`config.mk`:
```
export PLATFORM = sky130hd
export DESIGN_NAME = mac_dot_pe
export DESIGN_NICKNAME = d
export VERILOG_FILES = /design/src/rtl/mac_dot_pe.sv
export SDC_FILE = /design/constraint.sdc
export NUM_CORES = 2
export LEC_CHECK = 0
export ABC_CLOCK_PERIOD_IN_PS = 10400
export CAP_MARGIN = 20
export CORE_MARGIN = 2
export CORE_UTILIZATION = 55
export CTS_BUF_LIST = sky130_fd_sc_hd__clkbuf_8
export DETAILED_ROUTE_END_ITERATION = 16
export PLACE_DENSITY = 0.77
export SYNTH_ARGS = -nofsm -noshare
export SYNTH_HDL_FRONTEND = slang
export SYNTH_SLANG_ARGS = --single-unit
```
`constraint.sdc`:
```
create_clock -name clk -period 10.4 [get_ports clk]
set_input_delay 2.08 -clock clk [delete_from_list [all_inputs] [get_ports clk]]
set_output_delay 2.08 -clock clk [all_outputs]
set_load 0.02 [all_outputs]
```
`src/rtl/mac_dot_pe.sv`:
```
// mac_dot_pe: LANES-wide dot-product MAC that accumulates acc_len beats per window, 2-stage pipeline.
// Build option: define MAC_DOT_PE_SATURATE_EN to clamp results instead of wrapping.
module mac_dot_pe #(
    parameter int IN_BITWIDTH  = 16,
    parameter int OUT_BITWIDTH = 32,
    parameter int LANES        = 4,
    parameter int LEN_W        = 8,
    parameter int SIGNED       = 1
) (
    input  logic                         clk,
    input  logic                         reset,
    input  logic                         in_valid,
    output logic                         in_ready,
    input  logic [LANES*IN_BITWIDTH-1:0] a_in,
    input  logic [LANES*IN_BITWIDTH-1:0] w_in,
    input  logic [OUT_BITWIDTH-1:0]      psum_in,
    input  logic [LEN_W-1:0]             acc_len,
    output logic                         out_valid,
    input  logic                         out_ready,
    output logic [OUT_BITWIDTH-1:0]      out,
    output logic                         ovf,
    output logic                         busy
);

    localparam int PW   = 2 * IN_BITWIDTH;
    localparam int SUMW = PW + $clog2(LANES);
    localparam int W    = ((OUT_BITWIDTH > SUMW) ? OUT_BITWIDTH : SUMW) + 1;

    function automatic logic [W-1:0] ext_prod(input logic [PW-1:0] p);
        if (SIGNED != 0) ext_prod = {{(W-PW){p[PW-1]}}, p};
        else             ext_prod = {{(W-PW){1'b0}}, p};
    endfunction

    function automatic logic [W-1:0] ext_out(input logic [OUT_BITWIDTH-1:0] v);
        if (SIGNED != 0) ext_out = {{(W-OUT_BITWIDTH){v[OUT_BITWIDTH-1]}}, v};
        else             ext_out = {{(W-OUT_BITWIDTH){1'b0}}, v};
    endfunction

    logic [LEN_W-1:0]        beat_cnt_r, len_r, len_eff_s;
    logic                    first_s, last_s, accept_s, stall_s, adv_s;
    logic [PW-1:0]           prod_s [LANES];
    logic [PW-1:0]           s1_prod_r [LANES];
    logic                    s1_valid_r, s1_first_r, s1_last_r;
    logic [OUT_BITWIDTH-1:0] s1_psum_r, acc_r, out_r, r_s;
    logic                    ovf_win_r, ovf_r, out_valid_r, ovf_add_s, win_ovf_s;
    logic [W-1:0]            lane_sum_s, base_s, r_full_s;
    logic [W-OUT_BITWIDTH:0] hi_s;

    // Per-lane multipliers feeding stage 1.
    for (genvar g = 0; g < LANES; g++) begin : g_lane
        if (SIGNED != 0) begin : g_signed
            logic signed [PW-1:0] a_ext_s, w_ext_s;
            assign a_ext_s   = PW'($signed(a_in[g*IN_BITWIDTH +: IN_BITWIDTH]));
            assign w_ext_s   = PW'($signed(w_in[g*IN_BITWIDTH +: IN_BITWIDTH]));
            assign prod_s[g] = a_ext_s * w_ext_s;
        end else begin : g_unsigned
            logic [PW-1:0] a_ext_s, w_ext_s;
            assign a_ext_s   = PW'(a_in[g*IN_BITWIDTH +: IN_BITWIDTH]);
            assign w_ext_s   = PW'(w_in[g*IN_BITWIDTH +: IN_BITWIDTH]);
            assign prod_s[g] = a_ext_s * w_ext_s;
        end
    end

    // Only a last beat waiting on a held result blocks the pipe; non-last beats keep flowing.
    assign stall_s   = out_valid_r && !out_ready && s1_valid_r && s1_last_r;
    assign in_ready  = !stall_s;
    assign accept_s  = in_valid && !stall_s;
    assign adv_s     = s1_valid_r && !stall_s;
    assign first_s   = (beat_cnt_r == '0);
    assign len_eff_s = first_s ? ((acc_len == '0) ? LEN_W'(1) : acc_len) : len_r;
    assign last_s    = (beat_cnt_r == (len_eff_s - LEN_W'(1)));
    assign busy      = (beat_cnt_r != '0) || s1_valid_r || out_valid_r;
    assign out_valid = out_valid_r;
    assign out       = out_r;
    assign ovf       = ovf_r;

    // Window beat counter and latched window length.
    always_ff @(posedge clk or posedge reset) begin
        if (reset) begin
            beat_cnt_r <= '0;
            len_r      <= '0;
        end else if (accept_s) begin
            if (last_s) beat_cnt_r <= '0;
            else        beat_cnt_r <= beat_cnt_r + LEN_W'(1);
            if (first_s) len_r <= len_eff_s;
        end
    end

    // Stage 1: registered products and beat flags.
    always_ff @(posedge clk or posedge reset) begin
        if (reset) begin
            s1_valid_r <= 1'b0;
            s1_first_r <= 1'b0;
            s1_last_r  <= 1'b0;
            s1_psum_r  <= '0;
            for (int i = 0; i < LANES; i++) s1_prod_r[i] <= '0;
        end else if (!stall_s) begin
            s1_valid_r <= accept_s;
            if (accept_s) begin
                s1_prod_r  <= prod_s;
                s1_first_r <= first_s;
                s1_last_r  <= last_s;
                s1_psum_r  <= psum_in;
            end
        end
    end

    // Stage 2 datapath: lane reduction, accumulate, range check and wrap/clamp.
    always_comb begin
        lane_sum_s = '0;
        for (int i = 0; i < LANES; i++) lane_sum_s = lane_sum_s + ext_prod(s1_prod_r[i]);
        base_s   = s1_first_r ? ext_out(s1_psum_r) : ext_out(acc_r);
        r_full_s = base_s + lane_sum_s;
        hi_s     = r_full_s[W-1:OUT_BITWIDTH-1];
        if (SIGNED != 0) ovf_add_s = !((hi_s == '0) || (&hi_s));
        else             ovf_add_s = (hi_s[W-OUT_BITWIDTH:1] != '0);
        r_s = r_full_s[OUT_BITWIDTH-1:0];
`ifdef MAC_DOT_PE_SATURATE_EN
        if (ovf_add_s) begin
            if (SIGNED == 0)             r_s = {OUT_BITWIDTH{1'b1}};
            else if (r_full_s[W-1])      r_s = {1'b1, {(OUT_BITWIDTH-1){1'b0}}};
            else                         r_s = {1'b0, {(OUT_BITWIDTH-1){1'b1}}};
        end else begin
            r_s = r_full_s[OUT_BITWIDTH-1:0];
        end
`endif
        win_ovf_s = (s1_first_r ? 1'b0 : ovf_win_r) | ovf_add_s;
    end

    // Stage 2 registers: running accumulator and the held window result.
    always_ff @(posedge clk or posedge reset) begin
        if (reset) begin
            acc_r       <= '0;
            ovf_win_r   <= 1'b0;
            out_r       <= '0;
            ovf_r       <= 1'b0;
            out_valid_r <= 1'b0;
        end else begin
            if (adv_s && !s1_last_r) begin
                acc_r     <= r_s;
                ovf_win_r <= win_ovf_s;
            end
            if (adv_s && s1_last_r) begin
                out_r       <= r_s;
                ovf_r       <= win_ovf_s;
                out_valid_r <= 1'b1;
            end else if (out_ready) begin
                out_valid_r <= 1'b0;
            end
        end
    end

endmodule

```
# Word-level counts from Yosys, hierarchy flattened
# Cells that the tools add are included.
[classes]
eq_ne = 1
bitwise = 2
multipliers = 4
reduce_logical = 22
addsub = 6
n_mux = 7
[ops]
columns = ["cell", "count"]
rows = [
  ["16-bit by 16-bit multiplier with 32-bit output", 4],
  ["34-bit by 32-bit adder with 35-bit output", 1],
  ["35-bit adder", 1],
  ["35-bit 2-to-1 mux", 1],
  ["33-bit by 32-bit adder with 34-bit output", 1],
  ["32-bit by 32-bit adder with 33-bit output", 1],
  ["8-bit 2-to-1 mux", 3],
  ["8-bit zero test", 2],
  ["8-bit by 1-bit adder with 8-bit output (second input constant)", 1],
  ["8-bit equality test", 1],
  ["8-bit nonzero test", 1],
  ["8-bit by 1-bit subtractor with 8-bit output (second input constant)", 1],
  ["1-bit logical AND", 7],
  ["1-bit zero test", 4],
  ["4-bit zero test", 1],
  ["2-bit AND reduction", 2],
  ["4-bit AND reduction", 1],
  ["1-bit logical OR", 3],
  ["1-bit 2-to-1 mux", 3],
  ["2-bit nonzero test", 1],
  ["1-bit inverter", 1],
  ["1-bit OR", 1],
]
[totals]
output_inout_bits = 36
register_bits = 246
wordCells = 57
in_bits = 172

# Depth between registers and ports, before layout
[depth]
depth_word = 8
depth_mapped = 25
mapped_depth_nobuf = 23

# Worst setup path before layout
# Ideal clock, no wire load.
[synth_path]
path_type = "input to register"
from = "input a_in[63]"
to = "register s1_prod_r[28] (netlist name)"
n_path_buf = 1
required_ps = 10266
slack_ps = 2255
arrival_ps = 8011
setup_time_ps = 134
path_stages = 24
cell_sequence = "clkbuf_1 -> nand2_1 -> inv_1 -> fa_1 -> inv_1 -> fa_1 -> fa_1 -> inv_1 -> fa_1 -> fa_1 -> inv_1 -> fa_1 -> inv_1 -> ha_1 -> a21o_1 -> a21o_1 -> a21o_1 -> o21ai_0 -> inv_1 -> o311ai_0 -> a21boi_0 -> or3_1 -> a311oi_1 -> o31ai_1"
[synth_between]
elab_chain_len = 1
[synth_lines]
columns = ["element", "line", "text"]
rows = [
  ["from (decl)", "14", "input logic [LANES*IN_BITWIDTH-1:0] a_in,"],
  ["16-bit by 16-bit multiplier with 32-bit output", "55", "assign prod_s[g] = a_ext_s * w_ext_s;"],
  ["to (signal assigned)", "100", "s1_prod_r <= prod_s;"],
  ["to (decl)", "42", "logic [PW-1:0] s1_prod_r [LANES];"],
]
# Every way passes these cells.
# A chain may end at the register's enable or synchronous reset.

# Worst setup path after layout
[layout_path]
from = "input a_in[53]"
to = "register s1_prod_r[28] (netlist name)"
# Same word-level chain as after synthesis.

==> flow_metrics.tcl <==
set metrics [dict create \
    synth-async-reset-ratio_pct 100 \
    min_period_over_period_pct 86.5 \
    wire_per_inst_microns 18.2 \
    cts-resized-gates 0 \
    core_area_sq_mm 0.0946 \
    ff2ff_setup_slack_ns 4.33 \
    rsz0062_at_grt "false" \
    drc 0 \
    fin_worst_skew_ns 0.0383 \
    die_h_microns 312 \
    grt_usage_pct 27.0 \
    clockBufferDepth 3 \
    cts_root_buffer "clkbuf_8" \
    grt-ovfl-total 0 \
    r2r_cells 18 \
    hpwl_microns 104000 \
    reg2reg_from "s1_prod_r[65]" \
    nFillCells 8052 \
    critPathCapture "s1_prod_r[28]" \
    start_util_pct 55.2 \
    synthDistinctLibCells 73 \
    cts_setup_buffers 0 \
    crit_type "input port to flop" \
    critPathLaunchType "input port" \
    tightestPinTransition_ns 0.954 \
    synth_largest_area_cell "fa_1" \
    maxCapViolations 0 \
    slew_headroom_pct 34.8 \
    synth_most_common_cell "inv_1" \
    layout-drive-gt1-share_pct 2.64 \
    clock_latency_ns 0.57 \
    maxSlewViolCount 0 \
    port_buffers 207 \
    r2r-end "ovf_win_r" \
    synth_edf_count 0 \
    cts_hold_repair.buffers 0 \
    synthTopCellsByCount "inv_1 (1181), fa_1 (1146), nand2_1 (825)" \
    status "finished clean" \
    arrival_ns 9.41 \
    cp-startpoint "a_in[53]" \
    grt_pass1_vias 40312 \
    use_met2_pct 45.6 \
    seq_area_frac_synth_pct 11.8 \
    place_congestion 0.927 \
    tns_ns 0 \
    dieArea_sq_mm 0.0975 \
    cts_sinks 246 \
    ys_seq_elements 246 \
    io_pins 208 \
    htree_num_levels 2 \
    vias 37475 \
    gr-max-usage-layer "met2" \
    drt-pass1-iter-count 6 \
    antenna_found_initial 2 \
    required_ns 10.81 \
    finalNetCount 7302 \
    cp_max_fo 16 \
    ys_warn_count 0 \
    grt_pass1_wl_microns 210000 \
    syn2layout_area_growth_pct 7.51 \
    die_w_microns 312 \
    end_kind "flop" \
    syn_inst 5542 \
    num_rows 113 \
    cts_tree "yes" \
    drtIter0Drc 2641 \
    globalRouteMet3Util_pct 2.56 \
    drt_wl_total_microns 126000 \
    hold_viol 0 \
    finalSetupViolations 0 \
    viasPerCell 5.42 \
    hp-class "flop to flop" \
    fin_crit_ns 8.99 \
    synth.area.top_cells "fa_1 (44%), dfrtp_1 (12%), ha_1 (8.8%)" \
    grt_use_met1_pct 37.1 \
    synthDominantCellAreaShare_pct 43.9 \
    detail-route-antenna-nets 0 \
    cts_made_buffers 38 \
    synth_nets 7226 \
    fmax_ghz 0.111 \
    syn-cell-area_sq_mm 0.0523 \
    yosys_most_used_dff "dfrtp_1" \
    grt_max_degree 203 \
    clk_pin_slew_ns 0.07 \
    synth.avg_cell_area_sq_um 9.43 \
]
-- stage by stage --
stage	util [%]	instances	setup WS, ns	area, sq um	hold WS [ns]
2_1_floorplan	-	5542	1.56	52300	0.440
3_3_place_gp	58.5	6843	1.17	55400	0.457
3_5_place_dp	58.5	6843	0.957	55400	0.458
4_1_cts	59.4	6910	1.54	56200	0.478
5_1_grt	59.4	6910	0.966	56200	0.502
6_report	59.4	6912	1.41	56200	0.472
-- flip-flops by register name, indices dropped and copies added, names as in the netlist --
name	count
s1_last_r	1
s1_first_r	1
s1_prod_r	128
out_valid	1
s1_psum_r	32
s1_valid_r	1
acc_r	32
ovf	1
out	32
beat_cnt_r	8
len_r	8
ovf_win_r	1
-- final cells by class --
cell class,count,area [sq um],share of cell area [%]
Sequential cell,246,6160,11.0
Inverter,1181,4440,7.90
Antenna cell,2,5.00,0.00891
Timing Repair Buffer,226,2230,3.96
Clock inverter,16,104,0.185
Multi-Input combinational cell,3925,41000,72.9
Tap cell,1265,1580,2.82
Clock buffer,51,702,1.25
-- layer usage --
layer | vias to the layer above | routed length [microns]
li1 | 16820 | -
met1 | 19185 | 52500
met2 | 1224 | 61500
met3 | 244 | 7300
met4 | 2 | 4230
met5 | - | 13
-- cell families (layout without fill, tap and decap cells) --
| logic type | after synthesis | in the layout | share of synthesized area, % |
|---|---|---|---|
| AO/OA/AOI/OAI | 585 | 585 | 6.92 |
| XOR/XNOR | 175 | 175 | 2.93 |
| adder cells (fa/ha/maj) | 1512 | 1512 | 52.7 |
| buffers and inverters | 1371 | 1474 | 9.87 |
| flip-flops | 246 | 246 | 11.8 |
| multiplexers | 59 | 59 | 1.24 |
| other | 0 | 2 | 0 |
| AND/OR/NAND/NOR | 1594 | 1594 | 14.6 |
-- worst min-delay path by stage --
| stage | startpoint | to | slack [ns] | cells after the start |
|---|---|---|---|---|
| finish | s1_psum_r[10] | s1_psum_r[10] | 0.47 | 2 |
| global route | acc_r[25] | acc_r[25] | 0.50 | 2 |
| CTS | s1_psum_r[10] | s1_psum_r[10] | 0.48 | 2 |
| detailed placement | s1_psum_r[7] | s1_psum_r[7] | 0.46 | 2 |
| global placement | s1_psum_r[26] | s1_psum_r[26] | 0.46 | 2 |
| floorplan | s1_psum_r[0] | s1_psum_r[0] | 0.44 | 2 |
-- critical path, stage by stage --
cell and delay (ns):
clkdlybuf4s50_1 0.79, and2_1 0.38, fa_1 0.56, inv_1 0.06
fa_1 0.54, inv_1 0.05, fa_1 0.38, fa_1 0.49
fa_1 0.50, inv_1 0.05, fa_1 0.48, inv_1 0.04
ha_1 0.35, a21o_1 0.20, a21o_1 0.16, a21o_1 0.18
o21ai_0 0.35, inv_1 0.10, o311ai_0 0.58, a21boi_0 0.31
or3_1 0.38, a311oi_1 0.26, o31ai_1 0.09
-- cell usage in the layout, fill, tap and decap left out, types with 6 or more instances in the layout --
master	n
inv_1	1190
fa_1	1146
nand2_1	824
and2_1	497
ha_1	366
dfrtp_1	246
o21ai_0	225
clkdlybuf4s50_1	207
a21oi_1	122
nor2_1	107
xnor2_1	106
xor2_1	69
a21o_1	67
clkbuf_8	51
mux2_2	43
nand3_1	34
o21bai_1	32
nand2b_1	31
nor3_1	26
buf_4	18
o21a_1	16
a31oi_1	16
o211ai_1	15
mux2i_1	15
and3_1	12
or2_2	11
a211oi_1	9
or3_1	9
nor2b_1	9
o31ai_1	8
a211o_1	7
a2111oi_0	6
nand4_1	6
Power is not shown: default switching activity piles up to over one toggle a cycle in this logic, so the estimate is an artifact.
